===== src/rtl/debug_retire_trace.sv =====
// -----------------------------------------------------------------------------
// debug_retire_trace
//
// Debug-only retire trace buffer that sits after the MEM/WB debug register.
// Each non-bubble, non-stalled WB slot is a retire. Every retire gets a
// sequence number. It is queued in a show-ahead FIFO that a valid/ready reader
// drains. A retire that arrives while the FIFO is full is dropped. It is still
// counted and still consumes a sequence number, so the reader sees a gap in
// the sequence wherever entries were lost.
//
// Ports:
//   i_clock        clock, all state updates on rising edge
//   i_reset        synchronous reset, active-low
//   i_stall        WB stalled; current slot is not a retire
//   i_clear        synchronous clear of FIFO, counters and sticky flag
//   i_dbgTick      tick number of instruction in WB
//   i_dbgInst      instruction in WB (0 = bubble)
//   o_traceValid   FIFO head valid
//   i_traceReady   reader accepts head
//   o_traceSeq     head retire sequence number
//   o_traceTick    head tick
//   o_traceInst    head instruction
//   o_level        entries currently held
//   o_retired      total retires seen (accepted + dropped)
//   o_dropped      retires lost to a full FIFO, saturating
//   o_overflow     sticky: at least one drop since reset/clear
// -----------------------------------------------------------------------------
module debug_retire_trace #(
    parameter int DEPTH     = 16,
    parameter int CNT_WIDTH = 32
) (
    input  logic                  i_clock,
    input  logic                  i_reset,
    input  logic                  i_stall,
    input  logic                  i_clear,
    input  logic [31:0]           i_dbgTick,
    input  logic [31:0]           i_dbgInst,
    output logic                  o_traceValid,
    input  logic                  i_traceReady,
    output logic [CNT_WIDTH-1:0]  o_traceSeq,
    output logic [31:0]           o_traceTick,
    output logic [31:0]           o_traceInst,
    output logic [$clog2(DEPTH):0] o_level,
    output logic [CNT_WIDTH-1:0]  o_retired,
    output logic [CNT_WIDTH-1:0]  o_dropped,
    output logic                  o_overflow
);

    localparam int PTR_W = $clog2(DEPTH);
    localparam int LVL_W = PTR_W + 1;

    // Saturating increment used for the drop counter only.
    function automatic logic [CNT_WIDTH-1:0] sat_inc(input logic [CNT_WIDTH-1:0] x);
        return (&x) ? x : x + 1'b1;
    endfunction

    // Entry storage is not reset. The head outputs are masked while empty,
    // so stale contents are never observable.
    logic [CNT_WIDTH-1:0] mem_seq  [DEPTH];
    logic [31:0]          mem_tick [DEPTH];
    logic [31:0]          mem_inst [DEPTH];

    logic [PTR_W-1:0]     wr_ptr;
    logic [PTR_W-1:0]     rd_ptr;
    logic [LVL_W-1:0]     level_q;
    logic [CNT_WIDTH-1:0] seq_q;
    logic [CNT_WIDTH-1:0] retired_q;
    logic [CNT_WIDTH-1:0] dropped_q;
    logic                 overflow_q;

    logic not_empty;
    logic full;
    logic retire;
    logic pop;
    logic push;
    logic drop;

    // Full and empty come from the level counter. Pointer equality cannot
    // tell a full FIFO from an empty one.
    assign not_empty = (level_q != '0);
    assign full      = (level_q == LVL_W'(DEPTH));
    assign retire    = !i_stall && (i_dbgInst != 32'd0);
    assign pop       = not_empty && i_traceReady;
    // When the FIFO is full, a same-cycle pop frees a slot for the retire.
    assign push      = retire && (!full || pop);
    assign drop      = retire && !push;

    always_ff @(posedge i_clock) begin
        if (!i_reset) begin
            wr_ptr     <= '0;
            rd_ptr     <= '0;
            level_q    <= '0;
            seq_q      <= '0;
            retired_q  <= '0;
            dropped_q  <= '0;
            overflow_q <= 1'b0;
        end else if (i_clear) begin
            wr_ptr     <= '0;
            rd_ptr     <= '0;
            level_q    <= '0;
            seq_q      <= '0;
            retired_q  <= '0;
            dropped_q  <= '0;
            overflow_q <= 1'b0;
        end else begin
            if (push) wr_ptr <= wr_ptr + 1'b1;
            if (pop)  rd_ptr <= rd_ptr + 1'b1;
            case ({push, pop})
                2'b10:   level_q <= level_q + 1'b1;
                2'b01:   level_q <= level_q - 1'b1;
                default: level_q <= level_q;
            endcase
            // A dropped retire still advances the sequence number, which
            // leaves a visible gap for the reader.
            if (retire) begin
                seq_q     <= seq_q + 1'b1;
                retired_q <= retired_q + 1'b1;
            end
            if (drop) begin
                dropped_q  <= sat_inc(dropped_q);
                overflow_q <= 1'b1;
            end
        end
    end

    always_ff @(posedge i_clock) begin
        if (push) begin
            mem_seq[wr_ptr]  <= seq_q;
            mem_tick[wr_ptr] <= i_dbgTick;
            mem_inst[wr_ptr] <= i_dbgInst;
        end
    end

    assign o_traceValid = not_empty;
    assign o_traceSeq   = not_empty ? mem_seq[rd_ptr]  : '0;
    assign o_traceTick  = not_empty ? mem_tick[rd_ptr] : 32'd0;
    assign o_traceInst  = not_empty ? mem_inst[rd_ptr] : 32'd0;
    assign o_level      = level_q;
    assign o_retired    = retired_q;
    assign o_dropped    = dropped_q;
    assign o_overflow   = overflow_q;

endmodule


===== config.mk =====
export PLATFORM = sky130hd
export DESIGN_NAME = debug_retire_trace
export DESIGN_NICKNAME = d
export VERILOG_FILES = /design/src/rtl/debug_retire_trace.sv
export SDC_FILE = /design/constraint.sdc
export NUM_CORES = 1
export LEC_CHECK = 0
export CAP_MARGIN = 20
export CORE_MARGIN = 2
export CORE_UTILIZATION = 65
export DETAILED_ROUTE_END_ITERATION = 16
export PLACE_DENSITY = 0.87
export SYNTH_ARGS = -nofsm -noshare
export SYNTH_HDL_FRONTEND = slang
export SYNTH_SLANG_ARGS = --single-unit

===== constraint.sdc =====
create_clock -name i_clock -period 17 [get_ports i_clock]
set_input_delay 2.55 -clock i_clock [delete_from_list [all_inputs] [get_ports i_clock]]
set_output_delay 2.55 -clock i_clock [all_outputs]
set_load 0.05 [all_outputs]

==> results of run 1 <==
## metal layers
metal | up-vias | track usage (%) | routed length (um)
li1 | 12700 | - | -
met1 | 17400 | 46.9 | 56600
met5 | - | 0 | 41
met3 | 630 | 8.02 | 23100
met2 | 3590 | 57.8 | 89500
met4 | 6 | 15.5 | 9760
## final timing paths
check | from | endpoint | slack, ns | cells after the start
max reg2reg | o_level[0]$_SDFFE_PP0P_ | mem_inst[13][22]$_DFFE_PP_ | 12.63 | 7
max | flip-flop | o_traceTick[7] | 9.00 | 8
min reg2reg | o_overflow$_SDFFE_PP0P_ | o_overflow$_SDFFE_PP0P_ | 0.46 | 2
min | o_overflow$_SDFFE_PP0P_ | o_overflow$_SDFFE_PP0P_ | 0.46 | 2
## sequential cells by signal, indices dropped and copies added (netlist names), named ones only
signal,count
o_retired,32
rd_ptr,4
o_overflow,1
seq_q,32
wr_ptr,4
o_dropped,32
mem_inst,512
mem_tick,512
mem_seq,512
o_level,5
## power groups by stage
stage          registers [mW]  clock network, mW  logic (mW)
6_report                 4.45               3.61       0.383
5_1_grt                  4.45               3.75       0.393
4_1_cts                  4.45               3.58       0.373
3_5_place_dp             4.54                  0       0.363
3_3_place_gp             4.54                  0       0.348
2_1_floorplan            4.54                  0       0.214
## layout by cell type (no fill, tap or decap), types with 12 or more instances in the layout
cell	count
nor2_1	96
nand2_1	53
clkinv_1	24
bufinv_16	14
dfxtp_1	110
inv_1	12
clkbuf_1	28
mux4_2	480
buf_4	53
a21oi_1	28
clkinv_2	33
clkdlybuf4s50_1	235
xor2_1	31
xnor2_1	48
or3_1	16
edfxtp_1	1536
nand4_1	25
clkbuf_16	162
nand3_1	40
nor4_1	21
nor2_4	12
o21ai_0	18
and2_1	100
nor3_1	36
## worst max-delay path: cells and delay by family, from the launching register on
kind,cells,cell delay (ns)
AND/OR/NAND/NOR,1,0.22
multiplexers,2,0.93
flip-flops,1,0.76
buffers and inverters,5,2.59
## cell families (layout without fill, tap and decap cells)
kind of cell	Yosys count	after routing
muxes	486	486
buffers and inverters	158	599
adders and majority gates	12	12
DFF	1650	1650
and+or+nand+nor	446	446
xor gates and xnor gates	79	79
other	0	6
AOI/OAI and AO/OA	64	64
## layout make-up
cell class | count | area (sq um) | area share (%)
diodes | 6 | 15.0 | 0.0206
clock inverters | 87 | 872 | 1.20
flip-flops and latches | 1650 | 48400 | 66.5
multi-input cells | 1087 | 14600 | 20.0
repair buffers | 301 | 3040 | 4.18
well taps | 1276 | 1600 | 2.19
clock buffers | 198 | 4270 | 5.86
inverters | 13 | 48.8 | 0.0670
==> reports/qor.csv, run 1 <==
stage,metric,value,unit
grt,Global Route Usage Sum,35.5,%
synth,mapped cell area,0.0635,sq mm
clock_tree,Post-CTS Setup Repair Bufs,0,
finish,"Core Util, Final",75.3,%
power,P_int,6.58,mW
finish,share of cells above drive strength 1,24.3,%
routing,Via density,7.44,
synth,adder-cell area share of the yosys netlist,0.248,%
synth,Post-synth EDFFs,1536,
power,Clk pwr share,42.8,%
routing,Routed Antenna Nets,0,
setup_path,WS Path Type,reg2out,
sta,max-slew violation count,0,
setup_path,Setup crit start kind,flip-flop,
synth,Post-synth ARST share,0,%
setup_path,Max stage delay on crit path,0.76,ns
synth,post-synthesis sequential area ratio,76.3,%
finish,final net count,3292,
synth,"top cells by count, synth","edfxtp_1 (1536), mux4_2 (480), dfxtp_1 (114), nor2_1 (108), clkbuf_1 (105)",
sta,RSZ-0062 raised after global routing,no,
placement,dpl hpwl,80.0,mm
synth,ys flop type,edfxtp_1,
routing,First-pass DRT Iterations,6,
die,Starting Density,65.6,%
routing,DR iter-0 viols,6357,
power,Power Total,8.45,mW
synth,"Distinct cells, synth",50,
sta,Hold Slack,0.455,ns
grt,initial antenna violation count,7,
grt,GR Overflow Total,0,
setup_path,crit path max-delay cell type,dfxtp_4,
sta,Hold Fails Final Rpt,0,
setup_path,"critical path, cell by cell","buf_12, buf_4, buf_4, buf_16, mux4_2, mux4_2, and2_1, clkdlybuf4s50_1",
grt,first-pass GRT wire length,250,mm
synth,syn nets,2976,
synth,Synth Instances,2895,
synth,simple-gate share of the synthesized area,3.71,%
die,# rows,114,
clock_tree,"Clk pin slew, worst setup/hold paths",0.06,ns
die,Die X,316,um
die,core area,0.0967,sq mm
power,Worst VDD drop,0.0973,mV
routing,DRC viols,0,
grt,vias in the first global route,34800,
clock_tree,post-CTS resize count,0,
status,outcome,finished clean,
power,Switching Power,1.87,mW
sta,setup ws final,9.00,ns
die,Die Area,0.100,sq mm
synth,synth top area cells,"edfxtp_1 (73%), mux4_2 (17%), dfxtp_1 (3.6%)",
clock_tree,TritonCTS buffer count,158,
finish,Finished Layout Cells,4618,
placement,# port buffers,235,
power,pwr dens,116,mW/mm^2
clock_tree,CTS tree,done,
clock_tree,CTS H-tree depth,4,
finish,final instance area,0.0728,sq mm
routing,drt total wl,179,mm
finish,Layout area overhead,14.8,%
sta,Max-slew headroom,14.1,%
grt,largest net degree at the start of global routing,178,
synth,cell taking the most area after synthesis,edfxtp_1,
placement,Setup WS pre-CTS,9.20,ns
placement,placed inst area,0.0674,sq mm
placement,routability cong.,0.826,
sta,Worst-Margin Slew,1.28,ns
clock_tree,CTS Hold Bufs,0,
synth,top-count cell post-synth,edfxtp_1,
setup_path,Worst setup EP type,output port,
die,io pins,236,
power,Sw Ratio,22.1,%
clock_tree,root buf cell,clkbuf_16,
synth,Syn Area/Cell,21.9,sq um
power,Combinational Power Share,4.5,%
power,static leakage,22.1,nW
clock_tree,CTS Sinks,1650,
setup_path,crit path max fanout,67,
setup_path,Worst Path Required,14.45,ns
placement,Placed Instances,4316,
routing,WL per Instance,38.8,um
synth,top cell type's share of synthesized area,72.7,%
synth,largest family of logic cells by synthesized area,multiplexers,
synth,synth warn,0,
synth,compound-gate portion of the synthesized area,0.580,%
sta,skew final,0.0303,ns
clock_tree,Max Root-Sink Buffers,3,
sta,setup_tns,0,ns
sta,period utilization,47.0,%
synth,portion of netlist area occupied by mux cells,17.1,%
die,Die Y,316,um
sta,Final min period,8.00,ns
sta,Final Setup Violations,0,
setup_path,crit path DAT,5.45,ns
run,total of max-cap violations,0,
clock_tree,clock latency on the worst-skew pair,0.78,ns
routing,DR vias,34300,
synth,"FF+latch count, synth",1650,
power,register share of total power,52.7,%
synth,Synth Area in XOR/XNOR,1.09,%
sta,fmax,0.125,GHz
min_path,Min-Delay Path Class,reg2reg,
finish,fill count,4585,
Power figures use the tool's default switching activity.
==> run 2: changes to the inputs <==
--- a/config.mk
+++ b/config.mk
@@ -7,9 +7,9 @@
 export LEC_CHECK = 0
 export CAP_MARGIN = 20
 export CORE_MARGIN = 2
-export CORE_UTILIZATION = 65
+export CORE_UTILIZATION = 61
 export DETAILED_ROUTE_END_ITERATION = 16
-export PLACE_DENSITY = 0.87
+export PLACE_DENSITY = 0.83
 export SYNTH_ARGS = -nofsm -noshare
 export SYNTH_HDL_FRONTEND = slang
 export SYNTH_SLANG_ARGS = --single-unit
==> constraint.sdc (replaced) <==
create_clock -name i_clock -period 8.25 [get_ports i_clock]
set_input_delay 1.2375 -clock i_clock [delete_from_list [all_inputs] [get_ports i_clock]]
set_output_delay 1.2375 -clock i_clock [all_outputs]
set_load 0.05 [all_outputs]
==> reports/qor.csv, run 2 (synthesis gave the netlist of run 1 again) <==
stage,metric,value,unit
status,outcome,finished clean,
routing,Routed Antenna Nets,0,
sta,Final min period,5.88,ns
setup_path,Setup crit start kind,flip-flop,
grt,vias in the first global route,34300,
setup_path,Max stage delay on crit path,1.02,ns
die,Starting Density,61.4,%
clock_tree,Post-CTS Setup Repair Bufs,0,
clock_tree,clock latency on the worst-skew pair,0.76,ns
power,Power Total,17.2,mW
power,static leakage,21.9,nW
die,Die Y,327,um
setup_path,CP Buf/Inv Count,2,
sta,setup ws final,2.37,ns
placement,dpl hpwl,73.0,mm
sta,setup_tns,0,ns
sta,Max-slew headroom,23.3,%
clock_tree,TritonCTS buffer count,156,
routing,drt total wl,162,mm
finish,final net count,3263,
power,Combinational Power Share,4.5,%
clock_tree,CTS Sinks,1650,
grt,largest net degree at the start of global routing,152,
sta,fmax,0.170,GHz
grt,initial antenna violation count,4,
routing,DR vias,32600,
setup_path,worst reg-to-reg path cell count,7,
grt,first-pass GRT wire length,238,mm
sta,skew final,0.0361,ns
power,register share of total power,53.4,%
grt,GR Overflow Total,0,
sta,Final Setup Violations,0,
finish,most frequent cells in the layout,"edfxtp_1 (1536), mux4_2 (480), clkdlybuf4s50_1 (235), clkbuf_16 (161), dfxtp_1 (110)",
setup_path,Crit path top cell by count,mux4_2,
finish,Layout area overhead,14.7,%
sta,max-slew violation count,0,
finish,"Core Util, Final",70.4,%
clock_tree,post-CTS resize count,0,
sta,period utilization,71.2,%
setup_path,CP endpoint,o_traceTick[7],
setup_path,WS Path Type,reg2out,
finish,Top Registers,"mem_inst x512, mem_seq x512, mem_tick x512",
routing,WL per Instance,34.6,um
finish,fill count,5522,
power,Clk pwr share,42.1,%
setup_path,crit path DAT,4.64,ns
sta,Hold Slack,0.479,ns
placement,routability cong.,0.811,
finish,share of cells above drive strength 1,23.2,%
sta,RSZ-0062 raised after global routing,no,
die,Die X,327,um
clock_tree,root buf cell,clkbuf_16,
power,Sw Ratio,21.1,%
setup_path,reg2reg start,o_level[0]$_SDFFE_PP0P_,
routing,DRC viols,0,
setup_path,critical path depth in cells,5,
sta,Worst-Margin Slew,1.15,ns
clock_tree,CTS H-tree depth,4,
die,io pins,236,
finish,Finished Layout Cells,4690,
min_path,Hold Crit Start,o_overflow$_SDFFE_PP0P_,
placement,# port buffers,235,
grt,Global Route Usage Sum,31.0,%
finish,"leading cell type in the layout, fill and taps excluded",edfxtp_1,
power,Switching Power,3.63,mW
die,# rows,118,
setup_path,Worst setup EP type,output port,
clock_tree,Max Root-Sink Buffers,3,
sta,Hold Fails Final Rpt,0,
setup_path,crit path max fanout,151,
routing,DR iter-0 viols,4821,
setup_path,crit path max-delay cell type,dfxtp_4,
die,Die Area,0.107,sq mm
routing,First-pass DRT Iterations,6,
setup_path,family with the most delay on the worst path,buffers and inverters,
die,core area,0.103,sq mm
setup_path,worst r2r dst,mem_tick[2][10]$_DFFE_PP_,
clock_tree,CTS Hold Bufs,0,
setup_path,Worst R2R Setup Slack,4.56,ns
setup_path,"critical path, cell by cell","buf_12, mux4_2, mux4_2, and2_1, clkdlybuf4s50_1",
power,pwr dens,236,mW/mm^2
power,P_int,13.6,mW
run,total of max-cap violations,0,
finish,final instance area,0.0728,sq mm
clock_tree,"Clk pin slew, worst setup/hold paths",0.06,ns
setup_path,Worst Path Required,7.01,ns
placement,Placed Instances,4401,
power,Worst VDD drop,0.246,mV
min_path,Min-Delay Path Class,reg2reg,
clock_tree,CTS tree,done,
placement,placed inst area,0.0677,sq mm
routing,Via density,6.95,
placement,Setup WS pre-CTS,2.33,ns
[run 2: cell count changes in the layout (fill, tap and decap cells not counted), moves of 5 or more]
| cell | before | now |
|---|---|---|
| clkbuf_8 | 9 | 4 |
| clkinv_2 | 33 | 25 |
| buf_16 | 8 | 1 |
| buf_12 | 2 | 20 |
| clkbuf_1 | 28 | 41 |
| buf_4 | 53 | 16 |
[run 2: power groups by stage]
stage | Sequential, mW | Clock, mW | Combinational [mW]
6_report | 9.18 | 7.24 | 0.770
5_1_grt | 9.18 | 7.56 | 0.799
4_1_cts | 9.18 | 7.29 | 0.769
3_5_place_dp | 9.35 | 0 | 0.745
3_3_place_gp | 9.34 | 0 | 0.721
2_1_floorplan | 9.35 | 0 | 0.440
[run 2: worst register-to-register path, cell delays in order (launching register included)]
cell     delay [ns]
dfxtp_1        0.50
or4_4          0.22
nor3b_1        0.08
nor2_1         0.44
nand2_1        0.37
nor3_4         0.23
buf_4          0.90
buf_4          0.60
[run 2: metal layers]
layer / share of wire [%] / vias to the layer above / global-route usage (%)
li1: - / 12600 / -
met1: 34 / 16900 / 40.9
met2: 51 / 2624 / 51.8
met3: 11 / 422 / 5.86
met4: 3.9 / 2 / 12.7
met5: 0.0068 / - / 0
[run 2: final cells by class]
type                            instances  area, sq um  share of cell area (%)
Sequential cell                      1650        48400                    66.5
Multi-Input combinational cell       1087        14600                    20.1
Clock buffer                          206         4240                    5.82
Timing Repair Buffer                  274         2920                    4.01
Tap cell                             1380         1730                    2.37
Clock inverter                         77          825                    1.13
Inverter                               13         48.8                  0.0670
Antenna cell                            3         7.51                  0.0103
[run 2: worst min path at each step]
stage | endpoint | slack (ns) | cells after the start
5_1_grt | o_overflow$_SDFFE_PP0P_ | 0.50 | 2
4_1_cts | o_dropped[27]$_SDFFE_PP0P_ | 0.49 | 2
3_3_place_gp | o_overflow$_SDFFE_PP0P_ | 0.44 | 2
3_5_place_dp | o_dropped[27]$_SDFFE_PP0P_ | 0.48 | 2
2_1_floorplan | flip-flop | 0.47 | 2
6_report | o_overflow$_SDFFE_PP0P_ | 0.48 | 2
